**config.mk**
```make
export PLATFORM = sky130hd
export DESIGN_NAME = sensor_persistence_filter
export DESIGN_NICKNAME = d
export VERILOG_FILES = /design/src/rtl/sensor_persistence_filter.sv
export SDC_FILE = /design/constraint.sdc
export NUM_CORES = 1
export LEC_CHECK = 0
export ABC_AREA = 1
export BUFFER_PORTS_ARGS = -buffer_cell sky130_fd_sc_hd__buf_2
export CORE_MARGIN = 2
export CORE_UTILIZATION = 57
export CTS_BUF_LIST = sky130_fd_sc_hd__clkbuf_4 sky130_fd_sc_hd__clkbuf_8
export DETAILED_ROUTE_END_ITERATION = 10
export PLACE_DENSITY_LB_ADDON = 0.2
export REMOVE_ABC_BUFFERS = 1
export SLEW_MARGIN = 25
export SYNTH_ARGS = -nofsm -noshare
export SYNTH_HDL_FRONTEND = slang
export SYNTH_SLANG_ARGS = --single-unit
export TNS_END_PERCENT = 100
```
**constraint.sdc**
```tcl
create_clock -name clk -period 2.6 [get_ports clk]
set_input_delay 0.52 -clock clk [delete_from_list [all_inputs] [get_ports clk]]
set_output_delay 0.52 -clock clk [all_outputs]
set_load 0.01 [all_outputs]
```
**src/rtl/sensor_persistence_filter.sv**
```systemverilog
// sensor_persistence_filter
//   Filters per-round sensor response vectors from the multi-sensor response
//   checker. Each channel keeps a saturating consecutive-miss counter. A sticky
//   fault bit is latched once the miss count reaches a programmable threshold.
//   A watchdog flags the round stream as stale when rounds stop arriving.
//
// Ports:
//   clk, rst     : clock, synchronous active-high reset
//   round_valid  : one-cycle strobe, round_resp holds a round result
//   round_resp   : per-sensor response bits (1 = responded in time)
//   active_mask  : per-sensor monitor enable
//   threshold    : consecutive-miss count that sets a fault (0 = never set)
//   timeout      : max cycles between rounds (0 = watchdog disabled)
//   fault_clr    : write-1-to-clear strobe for fault bits
//   miss_cnt     : packed miss counters, channel i at [i*CNT_W +: CNT_W]
//   fault        : sticky per-sensor fault flags
//   fault_rise   : one-cycle pulse when any fault bit rises
//   stale        : watchdog expired
//   round_count  : accepted rounds, wraps at 16 bits
//   irq          : |fault OR stale
module sensor_persistence_filter #(
    parameter int unsigned N_SENSORS = 8,
    parameter int unsigned CNT_W     = 4,
    parameter int unsigned TIMEOUT_W = 16
) (
    input  logic                         clk,
    input  logic                         rst,
    input  logic                         round_valid,
    input  logic [N_SENSORS-1:0]         round_resp,
    input  logic [N_SENSORS-1:0]         active_mask,
    input  logic [CNT_W-1:0]             threshold,
    input  logic [TIMEOUT_W-1:0]         timeout,
    input  logic [N_SENSORS-1:0]         fault_clr,
    output logic [N_SENSORS*CNT_W-1:0]   miss_cnt,
    output logic [N_SENSORS-1:0]         fault,
    output logic                         fault_rise,
    output logic                         stale,
    output logic [15:0]                  round_count,
    output logic                         irq
);

    typedef enum logic [1:0] {
        S_IDLE  = 2'd0,
        S_WAIT  = 2'd1,
        S_STALE = 2'd2
    } wd_state_t;

    wd_state_t                   state_q, state_d;
    logic [TIMEOUT_W-1:0]        wd_q, wd_d;
    logic [TIMEOUT_W-1:0]        timeout_m1;

    logic [N_SENSORS*CNT_W-1:0]  cnt_d;
    logic [N_SENSORS-1:0]        set_vec;
    logic [N_SENSORS-1:0]        fault_d;
    logic [CNT_W-1:0]            cur;
    logic [CNT_W:0]              inc;

    // Per-channel counter update and fault-set detection. The set compare
    // uses the unsaturated count+1 so a saturated counter still qualifies.
    always_comb begin
        cnt_d   = miss_cnt;
        set_vec = '0;
        cur     = '0;
        inc     = '0;
        if (round_valid) begin
            for (int unsigned i = 0; i < N_SENSORS; i++) begin
                cur = miss_cnt[i*CNT_W +: CNT_W];
                inc = {1'b0, cur} + {{CNT_W{1'b0}}, 1'b1};
                if (active_mask[i] && !round_resp[i]) begin
                    cnt_d[i*CNT_W +: CNT_W] = (cur == '1) ? cur : inc[CNT_W-1:0];
                    if ((threshold != '0) && (inc >= {1'b0, threshold}))
                        set_vec[i] = 1'b1;
                end else begin
                    cnt_d[i*CNT_W +: CNT_W] = '0;
                end
            end
        end
    end

    // Set has priority over clear.
    assign fault_d = (fault & ~fault_clr) | set_vec;

    always_ff @(posedge clk) begin
        if (rst) begin
            miss_cnt    <= '0;
            fault       <= '0;
            fault_rise  <= 1'b0;
            round_count <= '0;
        end else begin
            miss_cnt   <= cnt_d;
            fault      <= fault_d;
            fault_rise <= |(fault_d & ~fault);
            if (round_valid)
                round_count <= round_count + 16'd1;
        end
    end

    // Watchdog
    assign timeout_m1 = timeout - {{(TIMEOUT_W-1){1'b0}}, 1'b1};

    always_comb begin
        state_d = state_q;
        wd_d    = wd_q;
        if (timeout == '0) begin
            state_d = S_IDLE;
            wd_d    = '0;
        end else begin
            case (state_q)
                S_IDLE: begin
                    wd_d = '0;
                    if (round_valid)
                        state_d = S_WAIT;
                end
                S_WAIT: begin
                    if (round_valid) begin
                        wd_d = '0;
                    end else if (wd_q == timeout_m1) begin
                        state_d = S_STALE;
                        wd_d    = '0;
                    end else begin
                        wd_d = wd_q + {{(TIMEOUT_W-1){1'b0}}, 1'b1};
                    end
                end
                S_STALE: begin
                    wd_d = '0;
                    if (round_valid)
                        state_d = S_WAIT;
                end
                default: begin
                    state_d = S_IDLE;
                    wd_d    = '0;
                end
            endcase
        end
    end

    always_ff @(posedge clk) begin
        if (rst) begin
            state_q <= S_IDLE;
            wd_q    <= '0;
        end else begin
            state_q <= state_d;
            wd_q    <= wd_d;
        end
    end

    assign stale = (state_q == S_STALE);
    assign irq   = (|fault) | stale;

endmodule

```
# Word level (Yosys, flattened, before mapping)
# Cells that the tools add are included.
dict set report totals {
  reg_bits 75
  in_bits 47
  output_inout_bits 59
  word_cells 139
}
dict set report classes {
  addsub 11
  magnitude_cmp 8
  n_eq_ne 22
  n_mux 37
  bitwise_logic 7
  n_reduce_logical 41
}
# operator count
set ops {}
lappend ops {{two-way mux 4 bit} 16}
lappend ops {{adder 4 x 1 -> 5 bit (second input constant)} 8}
lappend ops {{greater-or-equal comparator 5 x 4 -> 1 bit} 8}
lappend ops {{adder 16 x 1 -> 16 bit (second input constant)} 2}
lappend ops {{== test 4 bit (second input constant)} 8}
lappend ops {{!= test 2 bit (second input constant)} 10}
lappend ops {{AND 8 bit} 2}
lappend ops {{== test 16 bit} 1}
lappend ops {{logical AND 1 bit} 16}
lappend ops {{zero test 16 bit} 1}
lappend ops {{two-way mux 1 bit} 16}
lappend ops {{NOT 8 bit} 2}
lappend ops {{AND reduction 2 bit} 8}
lappend ops {{OR reduction 8 bit} 2}
lappend ops {{subtractor 16 x 1 -> 16 bit (second input constant)} 1}
lappend ops {{zero test 1 bit} 8}
lappend ops {{two-way mux 8 bit} 1}
lappend ops {{bitwise OR 8 bit} 1}
lappend ops {{two-way mux 2 bit} 3}
lappend ops {{OR reduction 5 bit} 1}
lappend ops {{case mux 2 bit (2 select lines)} 1}
lappend ops {{nonzero test 4 bit} 1}
lappend ops {{OR reduction 2 bit} 2}
lappend ops {{AND reduction 3 bit} 1}
lappend ops {{other kinds (6)} 6}

# Longest topological paths before layout
dict set report depth {
  depth_word 9
  depth_mapped 15
}

# Worst setup path after synthesis
# OpenSTA, ideal clock, no wires.
dict set report synth_path {
  kind {in2reg}
  start {input timeout[0]}
  end {register wd_q[13]}
  setup_ps 116
  arrival_time_ps 1968
  slack_ps 516
  cell_stages 13
  n_path_buf 1
  cell_sequence {inv_1 > ha_1 > nand2_2 > nor2_4 > nand2_1 > xor2_1 > nor2_1 > nand2_1 > nor2_2 > nand2_2 > nand2_4 > buf_12 > nor2_2}
}
dict set report synth_via {
  elab_chain_cells 3
}
# item line_no
set synth_rtl {}
lappend synth_rtl {{start: declaration} 32} ;# input logic [TIMEOUT_W-1:0] timeout,
lappend synth_rtl {{subtractor 16 x 1 -> 16 bit} 99} ;# assign timeout_m1 = timeout - {{(TIMEOUT_W-1){1'b0}}, 1'b1};
lappend synth_rtl {{== test 16 bit} 117} ;# end else if (wd_q == timeout_m1) begin
lappend synth_rtl {{OR reduction 5 bit (no source line) *} -}
lappend synth_rtl {{end signal: assignment} 143} ;# wd_q <= wd_d;
lappend synth_rtl {{end: declaration} 49} ;# logic [TIMEOUT_W-1:0] wd_q, wd_d;
# Every way passes the cells marked *; elsewhere a longest branch is shown, timed or not.
# A chain may end at the register's enable or synchronous reset.

# Worst setup path in the final report
dict set report layout_path {
  start {register wd_q[0]}
  end {register wd_q[14]}
}
dict set report layout_via {
  elab_chain_cells 2
}
# item
set layout_rtl {}
lappend layout_rtl {{parallel branches: the longest is 2 deep, another holds adder 16 x 1 -> 16 bit}}
# Several ways; the timed one is not identified.

==> out/metrics.yaml <==
clock_tree:
  cts_buffer_depth: 2
  root_buffer: "clkbuf_8"
  cts.clk_slew.worst_paths_ns: 0.08
  htree_levels: 3
  cts_repair_resize_count: 0
  cts_tree: "done"
  cts_setup_buffers: 0
  clock-sinks: 75
  postCtsHoldBufs: 0
  numCtsBuffers: 9
  clock_latency_ns: 0.36
floorplanning:
  ios: 106
  die_area_um2: 9359
  initial_core_util: 0.5936
  die_w_um: 96.74
  dieHeight_um: 96.74
  coreArea_um2: 8258
  rows: 33
layout:
  drive_gt1_frac: 0.1875
  final_util: 0.6938
  layout.cells.non_filler: 937
  num_antenna_cells: 0
  area_growth_pct: 16.87
  nets: 917
logic_synthesis:
  avgSynthCellArea_um2: 6.856
  yosysSeqAreaShare: 0.3063
  synth-seq-cells: 75
  synth_commonest_cells: "135 x nand2_1, 106 x inv_1, 92 x nor2_1"
  synthArstFlopShare: 0
  netlist_area_um2: 4902
  synth.most_common_cell: "nand2_1"
  synth_edf_count: 0
  synthDistinctLibCells: 29
  synthCells: 715
  ys_top_cells_by_area: "dfxtp_1 31%, ha_1 11%, nand2_1 10%, inv_1 8.1%, nor2_1 7.0%"
  ys.flop_type: "dfxtp_1"
  synth_warnings: 0
  synth_top_area_frac: 0.3063
  synth.largest_area_cell: "dfxtp_1"
global_routing:
  grt_pass1_wl_mm: 21.13
  grt_remaining_overflow: 0
  track_usage: 0.2659
  grt_pass1_vias: 4818
  grt_max_degree: 40
  antenna_found_initial: 0
placed_design:
  port_buffers: 105
  dp_cells: 921
  hpwl_mm: 9.264
  gp_congestion: 0.8989
setup_path:
  crit_required_ns: 2.85
  cp_max_fo: 5
  critPathCaptureType: "flip-flop"
  worstPathArrival_ns: 2.30
  startpoint_type: "flip-flop"
  worstSetupPathType: "flip-flop to flip-flop"
detailed_routing:
  drtIter0Drc: 158
  wire_per_inst_um: 12.85
  num_vias: 4918
  first_pass_iters: 5
  drc: 0
  wl_mm: 12.04
  vias_per_cell: 5.249
  antenna_left: 0
timing:
  hold_violations: 0
  finalCritPeriodShare: 0.7885
  slew_viol_final: 0
  timing.clock.skew_ns: 0.007934
  max_freq_ghz: 0.4878
  final-setup-viol-count: 0
  tns_ns: 0
  hold-worst-slack_ns: 0.4680
  finalCriticalPeriod_ns: 2.050
  grt_setup_unrepaired: "no"
  timing_worst_slew_pin_value_ns: 0.5326
  slew_headroom: 0.6422
hold_path:
  hold_path.class: "input pin to flip-flop"
job:
  cap_violations: 0
power:
  p_leak_nw: 2.848
  p_per_area_nw_per_um2: 404.2
  ir_drop_uv: 221.7
status:
  status: "finished clean"
## layout make-up
class | instances | area, µm²
multi-input cells | 525 | 2953
fillers | 746 | 2529
flip-flops and latches | 75 | 1501
repair buffers | 110 | 563.0
inverters | 106 | 397.9
well taps | 105 | 131.4
clock buffers | 9 | 123.9
clock inverters | 7 | 58.81
## routing by layer
metal | vias to the layer above | share of wire | track usage
li1 | 2513 | - | -
met1 | 2259 | 0.45 | 0.3266
met2 | 124 | 0.49 | 0.4626
met3 | 22 | 0.050 | 0.04118
met4 | 0 | 0.018 | 0.1105
met5 | - | 0 | 0
## kinds of logic after synthesis
kind of cell               synth area share
and+or+nand+nor                      0.2933
DFF                                  0.3063
adders and majority gates            0.1098
buffers and inverters               0.09137
xor gates and xnor gates            0.08295
AOI/OAI and AO/OA                    0.1164
## path summary, 6_finish.rpt
kind,startpoint,cells past startpoint,to,slack (ns)
worst max-delay path,wd_q[0]$_SDFF_PP0_,11,wd_q[14]$_SDFF_PP0_,0.55
worst min register to register,wd_q[0]$_SDFF_PP0_,1,wd_q[0]$_SDFF_PP0_,0.50
worst min-delay path,fault_clr[2],4,fault[2]$_SDFF_PP0_,0.47
worst max register to register,wd_q[0]$_SDFF_PP0_,11,wd_q[14]$_SDFF_PP0_,0.55
## where the power goes
part	internal (mW)	switching (mW)
clock network	0.359	0.478
logic	0.114	0.184
registers	1.16	0.0184
total	1.64	0.680
## critical path, cell delays in order (launching register included)
cell and delay, ns:
dfxtp_1 0.42, ha_1 0.21, nand2_1 0.06, nor2_1 0.16, nand3_1 0.13, nor3_1 0.29
nand2_1 0.16, nor2_1 0.19, nand2_1 0.09, xor2_1 0.14, inv_1 0.06, nor2_2 0.03
## sequential cells by signal (all words and copies together) (netlist names)
signal and count:
round_count 16, miss_cnt 32, fault_rise 1, fault 8, wd_q 16, state_q 2
## placed cells by master, fill, tap and decap left out, drive strengths merged, types with 20 or more instances in the layout
cell type and instances:
nor2 108, o21ai 32, dfxtp 75, ha 43, inv 109, buf 110
nand3 59, nand2 139, a21oi 67, xnor2 20, xor2 21
## stage by stage
step / power, mW / instance area, µm² / setup slack (ns)
6_report: 2.316 / 5729 / 0.5499
5_1_grt: 2.435 / 5729 / 0.2680
4_1_cts: 2.340 / 5729 / 0.5635
3_5_place_dp: 1.504 / 5547 / 0.1925
3_3_place_gp: 1.492 / 5547 / 0.3165
2_1_floorplan: 1.372 / 4852 / 0.5532
Power figures use the tool's default switching activity.
